## src/rtl/elevator_scheduler.sv

```systemverilog
// elevator_scheduler: latches call buttons and sweeps a one-hot car
// position floor by floor in SCAN order, dwelling with the door open
// at every served floor.
//
// Ports:
//   clk          system clock
//   rst_n        synchronous active-low reset
//   req_in[7:0]  call buttons, bit i = floor i+1 (level or pulse)
//   cur_floor    one-hot current floor, bit 0 = floor 1
//   pending      latched requests not yet served
//   moving_up    high while travelling up
//   moving_down  high while travelling down
//   door_open    high while the door dwell runs
//   arrive       one-cycle pulse on the cycle the door opens
module elevator_scheduler #(
    parameter int unsigned STEP_CYCLES = 16777216,
    parameter int unsigned DOOR_CYCLES = 33554432
) (
    input  logic       clk,
    input  logic       rst_n,
    input  logic [7:0] req_in,
    output logic [7:0] cur_floor,
    output logic [7:0] pending,
    output logic       moving_up,
    output logic       moving_down,
    output logic       door_open,
    output logic       arrive
);

    typedef enum logic [1:0] {
        IDLE,
        MOVE_UP,
        MOVE_DOWN,
        DOOR
    } state_t;

    localparam int unsigned MAXC =
        (STEP_CYCLES > DOOR_CYCLES) ? STEP_CYCLES : DOOR_CYCLES;
    localparam int TW = (MAXC > 1) ? $clog2(MAXC) : 1;
    localparam logic [TW-1:0] STEP_LAST = TW'(STEP_CYCLES - 1);
    localparam logic [TW-1:0] DOOR_LAST = TW'(DOOR_CYCLES - 1);

    state_t        state;
    state_t        state_n;
    logic [TW-1:0] timer;
    logic [TW-1:0] timer_n;
    logic          dir_up;
    logic          dir_n;
    logic [7:0]    cur_n;
    logic [7:0]    pend_n;
    logic [7:0]    clear;
    logic          arrive_n;

    logic [7:0]    lower_mask;
    logic [7:0]    upper_mask;
    logic [7:0]    up_floor;
    logic [7:0]    dn_floor;
    logic          above;
    logic          below;
    logic          step_done;
    logic          door_done;

    // cur_floor is one-hot, so subtracting one yields every lower floor.
    assign lower_mask = cur_floor - 8'd1;
    assign upper_mask = ~(cur_floor | lower_mask);
    assign above      = |(pending & upper_mask);
    assign below      = |(pending & lower_mask);
    assign up_floor   = {cur_floor[6:0], 1'b0};
    assign dn_floor   = {1'b0, cur_floor[7:1]};
    assign step_done  = (timer == STEP_LAST);
    assign door_done  = (timer == DOOR_LAST);

    always_comb begin
        state_n  = state;
        cur_n    = cur_floor;
        timer_n  = timer;
        dir_n    = dir_up;
        clear    = '0;
        arrive_n = 1'b0;

        unique case (state)
            IDLE: begin
                timer_n = '0;
                if (|(pending & cur_floor)) begin
                    // Call at the floor the car already sits on.
                    state_n  = DOOR;
                    clear    = cur_floor;
                    arrive_n = 1'b1;
                    dir_n    = 1'b1;
                end else if (above) begin
                    state_n = MOVE_UP;
                    dir_n   = 1'b1;
                end else if (below) begin
                    state_n = MOVE_DOWN;
                    dir_n   = 1'b0;
                end
            end

            MOVE_UP: begin
                if (step_done) begin
                    cur_n   = up_floor;
                    timer_n = '0;
                    if (|(pending & up_floor)) begin
                        state_n  = DOOR;
                        clear    = up_floor;
                        arrive_n = 1'b1;
                    end
                end else begin
                    timer_n = timer + 1'b1;
                end
            end

            MOVE_DOWN: begin
                if (step_done) begin
                    cur_n   = dn_floor;
                    timer_n = '0;
                    if (|(pending & dn_floor)) begin
                        state_n  = DOOR;
                        clear    = dn_floor;
                        arrive_n = 1'b1;
                    end
                end else begin
                    timer_n = timer + 1'b1;
                end
            end

            DOOR: begin
                // Presses for the open floor are swallowed.
                clear = cur_floor;
                if (door_done) begin
                    timer_n = '0;
                    if (dir_up ? above : below) begin
                        state_n = dir_up ? MOVE_UP : MOVE_DOWN;
                    end else if (dir_up ? below : above) begin
                        state_n = dir_up ? MOVE_DOWN : MOVE_UP;
                        dir_n   = ~dir_up;
                    end else begin
                        state_n = IDLE;
                    end
                end else begin
                    timer_n = timer + 1'b1;
                end
            end

            default: begin
                state_n = IDLE;
                timer_n = '0;
            end
        endcase

        pend_n = (pending | req_in) & ~clear;
    end

    always_ff @(posedge clk) begin
        if (!rst_n) begin
            state       <= IDLE;
            cur_floor   <= 8'h01;
            pending     <= '0;
            timer       <= '0;
            dir_up      <= 1'b1;
            moving_up   <= 1'b0;
            moving_down <= 1'b0;
            door_open   <= 1'b0;
            arrive      <= 1'b0;
        end else begin
            state       <= state_n;
            cur_floor   <= cur_n;
            pending     <= pend_n;
            timer       <= timer_n;
            dir_up      <= dir_n;
            moving_up   <= (state_n == MOVE_UP);
            moving_down <= (state_n == MOVE_DOWN);
            door_open   <= (state_n == DOOR);
            arrive      <= arrive_n;
        end
    end

endmodule

```

## config.mk

```make
export PLATFORM = sky130hd
export DESIGN_NAME = elevator_scheduler
export DESIGN_NICKNAME = d
export VERILOG_FILES = /design/src/rtl/elevator_scheduler.sv
export SDC_FILE = /design/constraint.sdc
export NUM_CORES = 1
export LEC_CHECK = 0
export CORE_UTILIZATION = 33
export CTS_CLUSTER_DIAMETER = 100
export DETAILED_ROUTE_END_ITERATION = 16
export GPL_ROUTABILITY_DRIVEN = 1
export PLACE_DENSITY = 0.49
export SYNTH_ARGS = -nofsm -noshare
export SYNTH_HDL_FRONTEND = slang
export SYNTH_SLANG_ARGS = --single-unit
```

## constraint.sdc

```tcl
create_clock -name clk -period 3 [get_ports clk]
set_input_delay 0.6 -clock clk [delete_from_list [all_inputs] [get_ports clk]]
set_output_delay 0.6 -clock clk [all_outputs]
set_load 0.005 [all_outputs]
```

Word level (Yosys, flattened, before mapping) --
Cells that the tools add are included.
Operators by class: add/sub/neg operators 2, equal/unequal tests 14, mux-type cells 40, bitwise gates (word level) 11, reduce and logical (&&, ||, !) cells 11
Operators by type and width (count):
- 25-bit one-hot mux with 3 select lines | 1
- 25-bit two-way mux | 2
- 8-bit AND | 5
- 8-bit two-way mux | 5
- 8-bit OR reduction | 5
- 8-bit one-hot mux with 4 select lines | 1
- 25-bit by 1-bit adder with 25-bit output (second input constant) | 1
- 25-bit by 24-bit == test with 1-bit output (second input constant) | 1
- 25-bit == test (second input constant) | 1
- 2-bit two-way mux | 12
- 8-bit NOT | 2
- 8-bit bitwise OR | 2
- 8-bit one-hot mux with 2 select lines | 1
- 7-bit two-way mux | 2
- 1-bit two-way mux | 13
- 2-bit != test (second input constant) | 5
- 8-bit by 7-bit AND with 8-bit output | 1
- 2-bit == test (second input constant) | 4
- 2-bit one-hot mux with 4 select lines | 1
- 8-bit by 1-bit subtractor with 8-bit output (second input constant) | 1
- 5-bit AND reduction | 1
- 2-bit by 1-bit == test with 1-bit output (second input constant) | 2
- 4-bit != test (second input constant) | 1
- 2-bit nonzero test | 2
- other kinds (6) | 6
Storage, ports and cells: flip-flop bits (word level) 48, input bits 10, output and inout port bits 20, word-level logic and storage cells 87

Logic depth before layout (Yosys ltp) --
Gate-level depths: netlist of the first run.
depth in word-level cells 11, depth in mapped cells 12, gate-level depth less buffers 11

Worst setup path before layout of the first run --
No wires, ideal clock.
path type register -> register, from reg cur_floor[2], to reg door_open, library setup time 0.137 ns, arrival 2.803 ns, required time 2.863 ns, path slack 0.061 ns, stages on the path, launching flop included 12, buffers on the path 1, period minus slack after synthesis 2.939 ns, path through dfxtp_1 -> clkbuf_1 -> inv_1 -> nand3_1 -> or3_1 -> or3_1 -> ha_1 -> a221o_1 -> a2bb2oi_1 -> a2111oi_1 -> a21oi_2 -> nor4b_2
Between the ends: word-level cells in the longest chain between the ends 11, elaborated cells on any way between the ends 27, classes of those cells add/sub: 1; eq/ne: 1; mux: 13; bitwise: 7; reduce/logical: 5
Ends and longest elaborated chain:
- from (decl) | RTL line 22 | output logic [7:0] cur_floor,
- from (signal assigned) | RTL line 167 | cur_floor <= cur_n;
- 8-bit by 1-bit subtractor with 8-bit output | RTL line 64 | assign lower_mask = cur_floor - 8'd1;
- 8-bit bitwise OR | RTL line 65 | assign upper_mask = ~(cur_floor | lower_mask);
- 8-bit NOT | RTL line 65
- 8-bit AND | RTL line 66 | assign above = |(pending & upper_mask);
- 8-bit OR reduction | RTL line 66
- 1-bit two-way mux | RTL line 134 | end else if (dir_up ? below : above) begin
- 2-bit two-way mux | RTL line 134
- 2-bit two-way mux | RTL line 132 | if (dir_up ? above : below) begin
- 2-bit two-way mux | RTL line 130 | if (door_done) begin
- 2-bit one-hot mux with 4 select lines * | RTL line 81 | unique case (state)
- 2-bit == test * | RTL line 173 | door_open <= (state_n == DOOR);
- to (signal assigned) | RTL line 173
- to (decl) | RTL line 26 | output logic door_open,
Mark *: on every way between the ends. The rest lies on a longest branch, timed or not. A chain may end at the register's enable or synchronous reset.

Worst setup path after layout of the first run --
from reg cur_floor[1], to reg door_open
Same word-level chain as after synthesis.

==> impl_results.md, run 1 <==
* Run status: completed
* Placed cell count at 460
* Number of synthesized flops with an enable pin at 0
* Top cell type's share of synthesized area at 34.9%
* Final worst path period share at 93.4%
* Vias/cell at 5.25
* Pre-Repair DR Iteration Count at 5
* Hold Path Depth at 1
* Synth Area per Inst at 8.19 um^2
* Number of fill cells at 795
* # hold bufs at CTS at 0
* Max-capacitance violation count at 0
* Worst vdd ir at 0.223 mV
* Leak at 1.16 nW
* H-tree depth at 2
* GP Congestion at 0.819
* Vias in the first global route at 2343
* Startpoint Class: flop
* Sequential area share after synthesis at 34.9%
* Hold Path Class: reg2reg
* Mapped Nets at 360
* R2R depth at 10
* Hpwl dp at 5.03 mm
* Final instance area at 0.00331 mm^2
* Clk slew on worst S/H paths at 100 ps
* TritonCTS clock tree: done
* Initial Utilization at 34.9%
* Final layout net count at 389
* Post-route ant nets at 0
* Row Count at 32
* Slew margin rel. at 51.7%
* Crit. End Element: flop
* Worst skew pair latency at 310 ps
* Initial antenna violation count at 0
* Area leader, netlist: dfxtp_1
* DRT iter0 DRCs at 113
* FFs w/ async S/R, synth at 0%
* Total core area at 0.00789 mm^2
* Syn Inst Count at 336
* Die ar. at 0.00871 mm^2
* Period minus WS final at 2800 ps
* Synth-to-layout area growth at 20.5%
* Global-route wire length before repair at 11.9 mm
* Wirelength per Cell at 15.0 um
* Die extent in x at 93.3 um
* TritonCTS Buffers at 5
* CTS Sinks at 48
* Fmax at 357 MHz
* Die Span Y at 93.3 um
* Share of layout cells above drive strength 1 at 8.47%
* Post-synth top flop: dfxtp_1
* Final Max Slew Viols at 0
* DP Area at 0.00318 mm^2
* Crit path kind: reg2reg
* Arrival time at the worst endpoint at 3000 ps
* Setup ws final at 199 ps
* Crit Path Max Fanout at 4
* Synth top area cells: dfxtp_1 35%, ha_1 6.4%, nor2_1 6.3%
* Post-Place Setup Slack at 145 ps
* Cell variety after synth at 48
* Antenna cell count at 0
* Non-filler cells, final at 468
* Final hold vios at 0
* Root buf cell: clkbuf_8
* Final WL at 7.03 mm
* DRC at 0
* Synthesized area at 0.00275 mm^2
* Synth warn at 0
* Worst slew pin tran at 723 ps
* RSZ-0062 raised after global routing: no
* Largest net degree at the start of global routing at 26
* Sum Neg Setup Slack at 0 ps
* Seq cells post-synth at 48
* PortBufs at 29
* Tot GR Track Use at 17.4%
* Clk buf depth at 2
* Data required time of the worst path at 3200 ps
* Io pins at 30
* Final setup vio count at 0
* GRT overflow at 0
* Skew final at 9.07 ps
* Via count at 2456
* Cell Pwr Density at 488 mW/mm^2
worst max-delay path, stage by stage, from the launching register on:
cell       delay (ps)
dfxtp_1           320
inv_1             110
nand3_1           120
or3_1             340
or3_1             340
ha_1              280
a221o_1           340
a2bb2oi_1         140
a2111oi_2         400
a21oi_2           130
nor4b_2           170
flip-flops by register name, summed over array words and instances, names as in the netlist:
| signal | flops |
|---|---|
| timer | 25 |
| cur_floor | 8 |
| pending | 8 |
| state | 2 |
| arrive | 1 |
| dir_up | 1 |
| door_open | 1 |
| moving_down | 1 |
| moving_up | 1 |
worst paths after layout:
| check | start | endpoint | slack (ps) |
|---|---|---|---|
| setup / recovery | cur_floor[1]$_SDFFE_PN0P_ | door_open$_SDFF_PN0_ | 200 |
| hold / removal | timer[0]$_SDFF_PN0_ | timer[0]$_SDFF_PN0_ | 470 |
| setup reg to reg | cur_floor[1]$_SDFFE_PN0P_ | door_open$_SDFF_PN0_ | 200 |
| hold reg to reg | timer[0]$_SDFF_PN0_ | timer[0]$_SDFF_PN0_ | 470 |
logic make-up (layout without fill, tap and decap cells):
group	after synthesis	in the layout	share of synthesized area, %
simple gates	133	133	24.5
buf+inv	37	67	5.50
mux	6	6	2.18
fa+ha+maj	14	14	6.37
xor+xnor	22	22	7.00
compound gates	76	76	19.6
flops	48	48	34.9
power breakdown:
group          switching [mW]  total [mW]  internal (mW)
Clock                   0.252       0.504          0.252
Combinational           0.216       0.390          0.174
Sequential             0.0461       0.724          0.678
Total                   0.514        1.62           1.10
layout make-up:
class                           count  area [um^2]  share of cell area (%)
Multi-Input combinational cell    251         1660                    50.1
Sequential cell                    48          961                    29.0
Timing Repair Buffer               42          388                    11.7
Tap cell                          102          128                    3.85
Clock buffer                        5         68.8                    2.08
Inverter                           17         63.8                    1.93
Clock inverter                      3         46.3                    1.40
cell usage after synthesis, drive strengths merged, types with 2 or more instances:
library cell,count
a2111oi,2
mux2i,6
a41oi,2
dfxtp,48
nand2,30
o211a,3
or3,4
o221ai,2
nand4,8
xor2,8
o21ai,17
clkbuf,15
a22oi,18
nor3,9
a222oi,3
nor2b,2
a31oi,2
xnor2,14
inv,17
a211oi,7
nor4,5
nor2,46
nand3,14
buf,5
ha,14
and4,4
and2,2
and3,3
a21oi,11
o21a,3
stage by stage:
| step | hold slack, ps | utilization [%] | power, mW |
|---|---|---|---|
| final | 473 | 42.0 | 1.62 |
| after detailed placement | 451 | 40.3 | 1.11 |
| after global placement | 439 | 40.3 | 1.12 |
| after CTS | 474 | 41.8 | 1.62 |
| after floorplan | 426 | - | 0.979 |
| after global routing | 510 | 42.0 | 1.71 |
per-layer routing:
| metal | up-vias | routed length [um] | GRT usage, % | part of all wire [%] |
|---|---|---|---|---|
| met5 | - | 0 | 0 | 0 |
| met4 | 0 | 115 | 6.54 | 1.6 |
| met3 | 9 | 270 | 3.25 | 3.8 |
| met2 | 47 | 3310 | 28.5 | 47 |
| met1 | 1138 | 3340 | 22.7 | 48 |
| li1 | 1262 | - | - | - |
cells in the final DEF, fill, tap and decap left out, types with 10 or more instances in the layout:
cell and n:
nor2_1 45, inv_1 17, clkdlybuf4s50_1 29, xnor2_1 14, buf_4 13, o21ai_0 17
nand2_1 30, dfxtp_1 48, nand3_1 14, ha_1 14, a21oi_1 10, a22oi_1 18
what timing repair did:
item,in CTS,in global routing
resized for setup,0,3
buffers inserted,0,0
setup endpoints to repair,0,4
No activity file was read; power rests on OpenSTA's default activity.
==> run 2: changes to the inputs <==
Settings changed: CORE_UTILIZATION 33 to 50, PLACE_DENSITY 0.49 to 0.71.
==> impl_results.md, run 2 (synthesized netlist as in run 1, its figures left out) <==
* Initial antenna violation count at 0
* GRT overflow at 0
* Io pins at 30
* Clk buf depth at 2
* Switching power at 0.481 mW
* Most frequent cells in the layout: 48 x dfxtp_1, 46 x nor2_1, 30 x nand2_1
* Final setup vio count at 0
* Worst vdd ir at 0.286 mV
* Total core area at 0.00520 mm^2
* Cell Pwr Density at 461 mW/mm^2
* Run status: completed
* Clk slew on worst S/H paths at 90 ps
* Top flop regs: timer: 25 flops, cur_floor: 8 flops, pending: 8 flops
* Vias/cell at 5.81
* Antenna cell count at 0
* Sw frac at 32.3%
* Period minus WS final at 2830 ps
* Setup ws final at 169 ps
* Data required time of the worst path at 3180 ps
* TritonCTS clock tree: done
* Sum Neg Setup Slack at 0 ps
* Commonest non-fill, non-tap cell in the layout: dfxtp_1
* Clk pwr share at 26.3%
* Wirelength per Cell at 15.2 um
* CTS Sinks at 48
* PortBufs at 29
* Tot GR Track Use at 23.5%
* Met2 usage at 39.9%
* Final layout net count at 388
* Post-Place Setup Slack at 116 ps
* Worst slew pin tran at 810 ps
* Fmax at 353 MHz
* Crit. End Element: flop
* Met1 usage at 30.4%
* Final Total Pwr at 1.49 mW
* Startpoint Class: flop
* Share of layout cells above drive strength 1 at 7.67%
* GP Congestion at 0.925
* Vias in the first global route at 2336
* Biggest register: timer
* Die Span Y at 76.2 um
* H-tree depth at 2
* R2r setup slk at 170 ps
* Hold Path Class: reg2reg
* Final hold vios at 0
* Met3 Use GR at 4.07%
* Die ar. at 0.00580 mm^2
* # hold bufs at CTS at 0
* Post-route ant nets at 0
* GRT Max-Usage Layer: met2
* Hpwl dp at 4.71 mm
* Final Max Slew Viols at 0
* Synth-to-layout area growth at 17.2%
* Final WL at 6.62 mm
* Root buf cell: clkbuf_8
* Worst skew pair latency at 310 ps
* Global-route wire length before repair at 11.1 mm
* DRT iter0 DRCs at 287
* Slew margin rel. at 46.0%
* Max FFs per register at 25
* Pre-Repair DR Iteration Count at 4
* Max-capacitance violation count at 0
* Crit Path Max Fanout at 5
* DRC at 0
* Largest net degree at the start of global routing at 26
* RSZ-0062 raised after global routing: no
* Via count at 2527
* Skew final at 7.43 ps
* Initial Utilization at 52.9%
* TritonCTS Buffers at 5
* Final worst path period share at 94.4%
* Arrival time at the worst endpoint at 3010 ps
* Crit path kind: reg2reg
* Gate power share at 25.2%
* Flop pwr share at 48.6%
* Row Count at 26
* Leak at 1.14 nW
* Die extent in x at 76.2 um
* P_int at 1.01 mW
-- run 2: changes by cell type in the layout (fill, tap and decap cells not counted) --
cell       before  now
a2111oi_2       1    2
clkinv_4        0    1
a2111oi_4       1    0
clkbuf_1        0    1
bufinv_16       1    0
inv_6           1    0
nor2_1         45   46
nor2_2          1    0
buf_4          13   12
-- run 2: worst max-delay path, stage by stage, from the launching register on --
cell and delay [ps]:
dfxtp_1 320, inv_1 100, nand3_1 100, or3_1 340, or3_1 330, ha_1 280, a221o_1 390, a2bb2oi_1 160
a2111oi_2 410, a21oi_2 130, nor4b_2 170
-- run 2: path summary, 6_finish.rpt --
kind	startpoint	end	cells after the start
setup / recovery	cur_floor[2]$_SDFFE_PN0P_	door_open$_SDFF_PN0_	10
hold / removal	timer[0]$_SDFF_PN0_	timer[0]$_SDFF_PN0_	1
setup reg to reg	cur_floor[2]$_SDFFE_PN0P_	door_open$_SDFF_PN0_	10
hold reg to reg	timer[0]$_SDFF_PN0_	timer[0]$_SDFF_PN0_	1
-- run 2: through the flow --
stage / util [%] / cells / area, um^2 / hold WS [ps]
3_3_place_gp: 60.2 / 427 / 3130 / 443
3_5_place_dp: 60.2 / 427 / 3130 / 455
6_report: 62.0 / 435 / 3230 / 471
5_1_grt: 62.0 / 435 / 3230 / 519
2_1_floorplan: - / 336 / 2750 / 426
4_1_cts: 61.9 / 435 / 3220 / 477
-- run 2: per-layer routing --
layer | up-vias | share of wire [%] | wire length, um
li1 | 1260 | - | -
met1 | 1176 | 44 | 2940
met2 | 82 | 48 | 3190
met3 | 9 | 6.1 | 402
met4 | 0 | 1.3 | 87
met5 | - | 0 | 0
-- run 2: cell type report --
| cell class | instances | area, um^2 |
|---|---|---|
| well taps | 70 | 87.6 |
| clock buffers | 6 | 72.6 |
| flip-flops and latches | 48 | 961 |
| repair buffers | 41 | 380 |
| multi-input cells | 251 | 1640 |
| inverters | 17 | 63.8 |
| fillers | 476 | 1980 |
| clock inverters | 2 | 16.3 |
-- run 2: repair_timing --
action,in CTS,in global routing
gates resized for setup,0,1
setup buffers,0,0
setup endpoints to repair,0,4
-- run 2: power groups by stage --
stage	sequential, mW	clock, mW	combinational [mW]
final	0.723	0.391	0.374
after CTS	0.722	0.406	0.372
after detailed placement	0.736	0	0.371
after global routing	0.731	0.426	0.415
after floorplan	0.728	0	0.251
after global placement	0.736	0	0.363
